===== config.mk =====
export PLATFORM = sky130hd
export DESIGN_NAME = uart_tx_serializer
export DESIGN_NICKNAME = d
export VERILOG_FILES = /design/src/rtl/uart_tx_serializer.sv
export SDC_FILE = /design/constraint.sdc
export NUM_CORES = 1
export LEC_CHECK = 0
export ABC_AREA = 1
export CORE_MARGIN = 3
export CORE_UTILIZATION = 38
export DETAILED_ROUTE_END_ITERATION = 8
export MAX_ROUTING_LAYER = met4
export SLEW_MARGIN = 10
export SYNTH_ARGS = -nofsm -noshare
export SYNTH_HDL_FRONTEND = slang
export SYNTH_SLANG_ARGS = --single-unit
export TNS_END_PERCENT = 10

===== constraint.sdc =====
create_clock -name clk -period 2.07 [get_ports clk]
set_input_delay 0.5175 -clock clk [delete_from_list [all_inputs] [get_ports clk]]
set_output_delay 0.5175 -clock clk [all_outputs]
set_load 0.005 [all_outputs]

===== src/rtl/uart_tx_serializer.sv =====
// Byte-wide UART transmitter: 8 data bits LSB-first, optional parity, 1 or 2 stop bits.
// The line, busy and done outputs are all registered from the next-state logic.
module uart_tx_serializer #(
  parameter int CLK_FREQ   = 100_000_000,
  parameter int BAUD       = 115200,
  parameter int PARITY_EN  = 0,
  parameter int PARITY_ODD = 0,
  parameter int STOP_BITS  = 1
) (
  input  logic       clk,
  input  logic       rst_n,
  input  logic       tx_start,
  input  logic [7:0] tx_data,
  output logic       tx_busy,
  output logic       tx_done,
  output logic       tx
);

  localparam int CLKS_PER_BIT = CLK_FREQ / BAUD;
  localparam int CNT_W = (CLKS_PER_BIT > 1) ? $clog2(CLKS_PER_BIT) : 1;
  localparam logic [CNT_W-1:0] CNT_LAST = CNT_W'(CLKS_PER_BIT - 1);
  localparam logic [CNT_W-1:0] CNT_ONE  = CNT_W'(1);
  localparam logic STOP_LAST = (STOP_BITS == 2) ? 1'b1 : 1'b0;
  localparam logic PAR_EN    = (PARITY_EN != 0) ? 1'b1 : 1'b0;
  localparam logic PAR_ODD   = (PARITY_ODD != 0) ? 1'b1 : 1'b0;

  typedef enum logic [2:0] {
    ST_IDLE   = 3'd0,
    ST_START  = 3'd1,
    ST_DATA   = 3'd2,
    ST_PARITY = 3'd3,
    ST_STOP   = 3'd4
  } state_t;

  function automatic logic calc_parity(input logic [7:0] data, input logic odd);
    return (^data) ^ odd;
  endfunction

  state_t           state_r, state_s;
  logic [CNT_W-1:0] cnt_r, cnt_s;
  logic [2:0]       bit_idx_r, bit_idx_s;
  logic             stop_cnt_r, stop_cnt_s;
  logic [7:0]       shift_r, shift_s;
  logic             parity_r, parity_s;
  logic             tx_s, busy_s, done_s;
  logic             bit_end_s;

  assign bit_end_s = (cnt_r == CNT_LAST);

  // Next-state, datapath and next-output logic
  always_comb begin
    state_s    = state_r;
    cnt_s      = cnt_r;
    bit_idx_s  = bit_idx_r;
    stop_cnt_s = stop_cnt_r;
    shift_s    = shift_r;
    parity_s   = parity_r;
    done_s     = 1'b0;
    tx_s       = 1'b1;
    busy_s     = 1'b0;

    case (state_r)
      ST_IDLE: begin
        if (tx_start) begin
          shift_s  = tx_data;
          parity_s = calc_parity(tx_data, PAR_ODD);
          cnt_s    = '0;
          state_s  = ST_START;
        end else begin
          cnt_s = '0;
        end
      end
      ST_START: begin
        if (bit_end_s) begin
          cnt_s     = '0;
          bit_idx_s = 3'd0;
          state_s   = ST_DATA;
        end else begin
          cnt_s = cnt_r + CNT_ONE;
        end
      end
      ST_DATA: begin
        if (bit_end_s) begin
          cnt_s   = '0;
          shift_s = {1'b0, shift_r[7:1]};
          if (bit_idx_r == 3'd7) begin
            bit_idx_s  = 3'd0;
            stop_cnt_s = 1'b0;
            if (PAR_EN) begin
              state_s = ST_PARITY;
            end else begin
              state_s = ST_STOP;
            end
          end else begin
            bit_idx_s = bit_idx_r + 3'd1;
          end
        end else begin
          cnt_s = cnt_r + CNT_ONE;
        end
      end
      ST_PARITY: begin
        if (bit_end_s) begin
          cnt_s      = '0;
          stop_cnt_s = 1'b0;
          state_s    = ST_STOP;
        end else begin
          cnt_s = cnt_r + CNT_ONE;
        end
      end
      ST_STOP: begin
        if (bit_end_s) begin
          cnt_s = '0;
          if (stop_cnt_r == STOP_LAST) begin
            stop_cnt_s = 1'b0;
            state_s    = ST_IDLE;
            done_s     = 1'b1;
          end else begin
            stop_cnt_s = 1'b1;
          end
        end else begin
          cnt_s = cnt_r + CNT_ONE;
        end
      end
      default: begin
        state_s = ST_IDLE;
        cnt_s   = '0;
      end
    endcase

    // Outputs follow the state being entered so the pin is registered glitch-free
    case (state_s)
      ST_IDLE:   begin tx_s = 1'b1;       busy_s = 1'b0; end
      ST_START:  begin tx_s = 1'b0;       busy_s = 1'b1; end
      ST_DATA:   begin tx_s = shift_s[0]; busy_s = 1'b1; end
      ST_PARITY: begin tx_s = parity_s;   busy_s = 1'b1; end
      ST_STOP:   begin tx_s = 1'b1;       busy_s = 1'b1; end
      default:   begin tx_s = 1'b1;       busy_s = 1'b0; end
    endcase
  end

  // State, datapath and output registers with synchronous active-low reset
  always_ff @(posedge clk) begin
    if (!rst_n) begin
      state_r    <= ST_IDLE;
      cnt_r      <= '0;
      bit_idx_r  <= 3'd0;
      stop_cnt_r <= 1'b0;
      shift_r    <= 8'h00;
      parity_r   <= 1'b0;
      tx         <= 1'b1;
      tx_busy    <= 1'b0;
      tx_done    <= 1'b0;
    end else begin
      state_r    <= state_s;
      cnt_r      <= cnt_s;
      bit_idx_r  <= bit_idx_s;
      stop_cnt_r <= stop_cnt_s;
      shift_r    <= shift_s;
      parity_r   <= parity_s;
      tx         <= tx_s;
      tx_busy    <= busy_s;
      tx_done    <= done_s;
    end
  end

endmodule


Word-level counts from Yosys, hierarchy flattened
Cells that the tools add are included.
Widths: inputs -> output; s select.
Storage, ports and cells
  bits in registers: 29
  bits of input ports: 11
  output and inout port bits: 3
  word-level logic and storage cells: 68
Cells by class
  $add $sub $neg: 2
  equal/unequal tests: 16
  mux-type cells: 26
  bitwise logic cells: 2
  reduce and logical (&&, ||, !) cells: 12
Operators with widths (number)
  $mux 3: 10
  $mux 8: 2
  $pmux 8 s2: 1
  $pmux 3 s5: 1
  $eq 3x2->1 const B: 4
  $ne 2x2->1 const B: 6
  $add 10x1->10 const B: 1
  $eq 10x10->1 const B: 1
  $eq 3x3->1 const B: 3
  $mux 1: 9
  $reduce_and 3->1: 3
  $reduce_or 4->1: 2
  $reduce_xor 8->1: 1
  $eq 3x1->1 const B: 2
  $pmux 1 s3: 2
  $pmux 3 s2: 1
  $reduce_and 5->1: 1
  $reduce_bool 2->1: 2
  $add 3x1->3 const B: 1
  $logic_not 3->1: 1
  $reduce_bool 3->1: 1
  $reduce_or 3->1: 1
  $not 1->1: 2

Logic depth before layout (Yosys ltp)
  word-level depth: 7
  mapped depth: 9
  mapped depth without buffers: 9

Least setup slack after synthesis
Ideal clock, no wire load.
  path kind: register -> register
  from: reg cnt_r[0]
  to: reg tx_busy
  setup time: 0.115 ns
  arrival time: 1.289 ns
  data required time: 1.955 ns
  setup slack: 0.667 ns
  cell stages (with the launch flop): 8
  buffers on the path: 0
  clock period less this slack: 1.403 ns
  path through: dfxtp_1 -> ha_1 -> nand4_1 -> nor2_4 -> nand2_1 -> nand2_2 -> nand3_2 -> o21a_1
Between the ends
  longest elaborated chain between the ends: 6
  elaborated cells on any way between the ends: 12
  classes of those cells: eq/ne: 5; mux: 6; reduce/logical: 1
RTL lines
  from (decl): RTL line 40  | logic [CNT_W-1:0] cnt_r, cnt_s;
  from (signal assigned): RTL line 155  | cnt_r <= cnt_s;
  $eq 10x10->1 *: RTL line 48  | assign bit_end_s = (cnt_r == CNT_LAST);
  $mux 3, on equally long branches
  $pmux 3 s5 *: RTL line 62  | case (state_r)
  $eq 3x3->1, or another cell as far along: RTL line 131  | case (state_s)
  $reduce_or 4->1 (no source line) *
  $mux 1 *: RTL line 131
  to (signal assigned): RTL line 161  | tx_busy <= busy_s;
  to (decl): RTL line 14  | output logic tx_busy,
Every way passes the cells marked *; elsewhere a longest branch is shown, timed or not.
A chain may end at the register's enable or synchronous reset.

Worst setup path after layout
  from: reg tx_done
  to: out tx_done
RTL lines
  from (decl): RTL line 15  | output logic tx_done,
  from (signal assigned): RTL line 162  | tx_done <= done_s;
No word-level cell between the ends.

==> impl_summary.md <==
Place
At the end of routability-driven placement, the weighted congestion stood at 0.802. The count of input and output buffers is 13. The HPWL after detailed placement is roughly 2.4 mm. The number of placed instances, taps included, is approximately 300.

Logic synthesis
Synthesis inferred 28 register bits. The Yosys step of the flow raised 0 warnings. The cell count after synthesis is roughly 240. In this run, distinct cell masters in the synthesized netlist total 29. The average footprint of a synthesized cell is 6.57 um2.

The number of nets in the synthesized netlist is 250. Sequential cells were found to cover 36.2% of the synthesized design area. The area of the mapped netlist is approximately 1600 um2.

Setup path
The type of the worst setup path is reg2out. STA puts the critical path data arrival time at between 1 and 1.5 ns. Setup slack on the worst reg-to-reg path comes out at around 0.48 ns. Walking the worst path, the cells encountered are clkdlybuf4s50_1.

The worst setup path is captured at an output port. Together, buffers and inverters on the worst path number 1. STA puts the critical path data required time at ~1.6 ns. The worst register-to-register path ends at shift_r[1]. The worst setup path is launched from a register. Broken down by cell family, the worst path's largest delay share belongs to buffers and inverters. Among all stages on the critical path, the largest delay is contributed by sky130_fd_sc_hd__clkdlybuf4s50_1.

The depth of the most critical reg-to-reg path is 8. The largest fanout on the critical path is 1. The critical path's largest stage delay is around 0.5 ns. The reg-to-reg startpoint is cnt_r[0].

CTS
The TritonCTS sink count is 28. TritonCTS built the clock tree. Gates resized during post-CTS repair numbered 0. In this run, post-CTS hold repair placed 0 buffers. The number of buffers on the longest clock path is 2. Post-CTS timing repair inserted 0 buffers for setup. After clock tree synthesis, the clock-pin slew on the worst setup and hold paths is 0.09 ns. The clock latency of the later-clocked register in the worst-skew pair is roughly 0.27 ns.

The clock root buffer master is sky130_fd_sc_hd__clkbuf_8. Counting the buffers created by CTS gives 3. The number of levels the H-tree was split into is 1.

Final layout
The repair_antennas step left the layout with diodes totalling 0. The final net count is roughly 270. Once layout is complete, the cells apart from fillers number approximately 300. The core occupancy in the finished layout is about 47%. The area growth from synthesis to final layout is 16.3%. The share of final-layout standard cells stronger than drive strength 1 is between 10% and 20%.

GRT
Summed over all layers, the global routing overflow is 0. The pin count of the biggest net entering global routing is 17. The via count of the first global-routing pass is 1296. The number of antenna violations at the first check in global routing is 0. The global-route wire length before repair is roughly 5.5 mm. The global-route total usage across every layer is 13.6%.

Die
The number of cell rows is 22. The total die area is 4880 um2. The core box area is ~3800 um2. For this configuration, the core starts out at a cell density of about 41%. The number of top-level design ports is 14.

In this run the horizontal extent of the chip is ~70 um. The die outline height is 69.9 um.

Flow run
Max-cap violations in this run came to 0.

Hold path
The tightest min-delay check is of the reg2reg type. For hold timing, the worst endpoint is cnt_r[0]. The startpoint identified for the worst hold timing path is cnt_r[0].

The number of cells on the worst hold path is 1.

Route
The DRC violation count after routing is 0. The routed layout has 1407 vias. The detailed-route wire length per cell is ~10 um. In the routed layout, each cell is associated on average with a via count of roughly 4.7. The violation count after the first detailed-route iteration is 53. The detailed-router iteration count before antenna repair is 4.

The routed design has slightly above 3 mm of wire. The remaining antenna violation count after routing is 0.

Timing
The worst-case headroom to the max-slew limit is 67.6%. The final-report hold violation count was 0. Setup repair after global routing left no endpoint under its margin. At the pin with the least slew margin, the transition time is 0.486 ns. Between clock sinks in the finished design, the worst skew comes to ~0.0037 ns. The total count of max-transition violations in the final report was 0. The count of final setup violators is 0.

The aggregate negative setup slack is 0 ns. Of the available clock period, the critical path in the final layout requires a little under 80%. The highest clock frequency the design can meet is 620 MHz. The clock period could shrink to between 1.5 and 2 ns.

Pwr
The leakage power is between 0.8 and 0.9 nW. The worst supply voltage drop on vdd is 374 uV. Power spread over the standard cell area amounts to 616 nW/um2.

Outcome
The flow ran to the end, and the final reports show no timing, DRC or antenna violations.
## where the power goes
| part | total, mW | switching [mW] | internal, mW |
|---|---|---|---|
| Sequential | 0.565 | 0.00854 | 0.557 |
| Clock | 0.420 | 0.161 | 0.259 |
| Combinational | 0.126 | 0.0714 | 0.0543 |
| Total | 1.11 | 0.241 | 0.870 |
## cells by family after synthesis
kind of cell / Yosys count / synth area share [%]
and+or+nand+nor: 138 / 41.0
buffers and inverters: 36 / 8.80
AOI/OAI and AO/OA: 29 / 10.5
DFF: 28 / 36.2
adders and majority gates: 3 / 2.42
xor gates and xnor gates: 2 / 1.13
## placed cells by master, fill, tap and decap left out, types with 2 or more instances in the layout
cell and n:
sky130_fd_sc_hd__nand2_2 4, sky130_fd_sc_hd__nand3_1 16, sky130_fd_sc_hd__dfxtp_1 28, sky130_fd_sc_hd__clkdlybuf4s50_1 13, sky130_fd_sc_hd__nand2_1 73, sky130_fd_sc_hd__nor2_1 24
sky130_fd_sc_hd__inv_2 6, sky130_fd_sc_hd__a21oi_1 15, sky130_fd_sc_hd__nand3_2 3, sky130_fd_sc_hd__a211oi_1 2, sky130_fd_sc_hd__inv_1 28, sky130_fd_sc_hd__clkbuf_8 3
sky130_fd_sc_hd__nor2_4 2, sky130_fd_sc_hd__o21ai_0 6, sky130_fd_sc_hd__a31oi_1 3, sky130_fd_sc_hd__o21a_1 2, sky130_fd_sc_hd__nor2_2 3, sky130_fd_sc_hd__nand4_1 6
sky130_fd_sc_hd__ha_1 3
## flip-flops by register name (all words and copies together) (netlist names)
register and cells:
tx_done 1, tx_busy 1, shift_r 8, parity_r 1
bit_idx_r 3, cnt_r 10, state_r 3, tx 1
## through the flow
stage	total power, mW	instance area, um2	hold WS (ns)	setup WS (ns)
4_1_cts	1.13	1800	0.476	0.440
6_report	1.11	1800	0.468	0.457
3_3_place_gp	0.704	1730	0.442	0.222
5_1_grt	1.17	1800	0.502	0.332
2_1_floorplan	0.654	1550	0.430	0.667
3_5_place_dp	0.704	1730	0.454	0.189
## worst register-to-register path: stages (launching register included)
cell,delay [ns]
sky130_fd_sc_hd__dfxtp_1,0.37
sky130_fd_sc_hd__ha_1,0.25
sky130_fd_sc_hd__nand2_1,0.11
sky130_fd_sc_hd__nor2_2,0.15
sky130_fd_sc_hd__nand3_1,0.17
sky130_fd_sc_hd__nand2_1,0.09
sky130_fd_sc_hd__inv_1,0.12
sky130_fd_sc_hd__a21oi_1,0.17
sky130_fd_sc_hd__nor2_1,0.05
## how the worst max path moves through the flow
stage          slack [ns]      from  depth (start not counted)       end
2_1_floorplan        0.67  cnt_r[0]                          7   tx_busy
3_3_place_gp         0.22     rst_n                          6  cnt_r[5]
3_5_place_dp         0.19     rst_n                          6  cnt_r[5]
4_1_cts              0.44   tx_done                          1   tx_done
5_1_grt              0.33     rst_n                          6  cnt_r[5]
6_report             0.46   tx_done                          1   tx_done
## synth_stat cells, drive strengths merged
master,count,share of area (%)
o21ai,6,1.9
ha,3,2.4
xor2,1,0.57
nand4,6,2.4
dfxtp,28,36
a31oi,3,1.2
buf,1,0.32
nor3b,1,0.48
nor3,3,2.0
inv,34,8.2
o21a,2,0.97
clkbuf,1,0.24
or2,2,0.81
nand2,77,19
nand3,19,7.1
nor2,29,8.5
xnor2,1,0.57
nor4,1,0.40
a21oi,16,5.4
a211oi,2,0.97
## cell type report
type	instances	area, um2
fillers	409	2000
multi-input cells	172	853
flip-flops and latches	28	561
repair buffers	13	130
inverters	34	128
well taps	48	60.1
clock buffers	3	41.3
clock inverters	1	30.0
## metal layers
metal  share of wire [%]  global-route usage (%)  vias to the layer above
met1                  53                    17.3                      602
li1                    -                       -                      780
met4                 2.0                    5.53                        0
met2                  42                    21.2                       18
met5                   0                       -                        -
met3                 3.3                    2.88                        7
No activity file was read; power rests on OpenSTA's default activity.
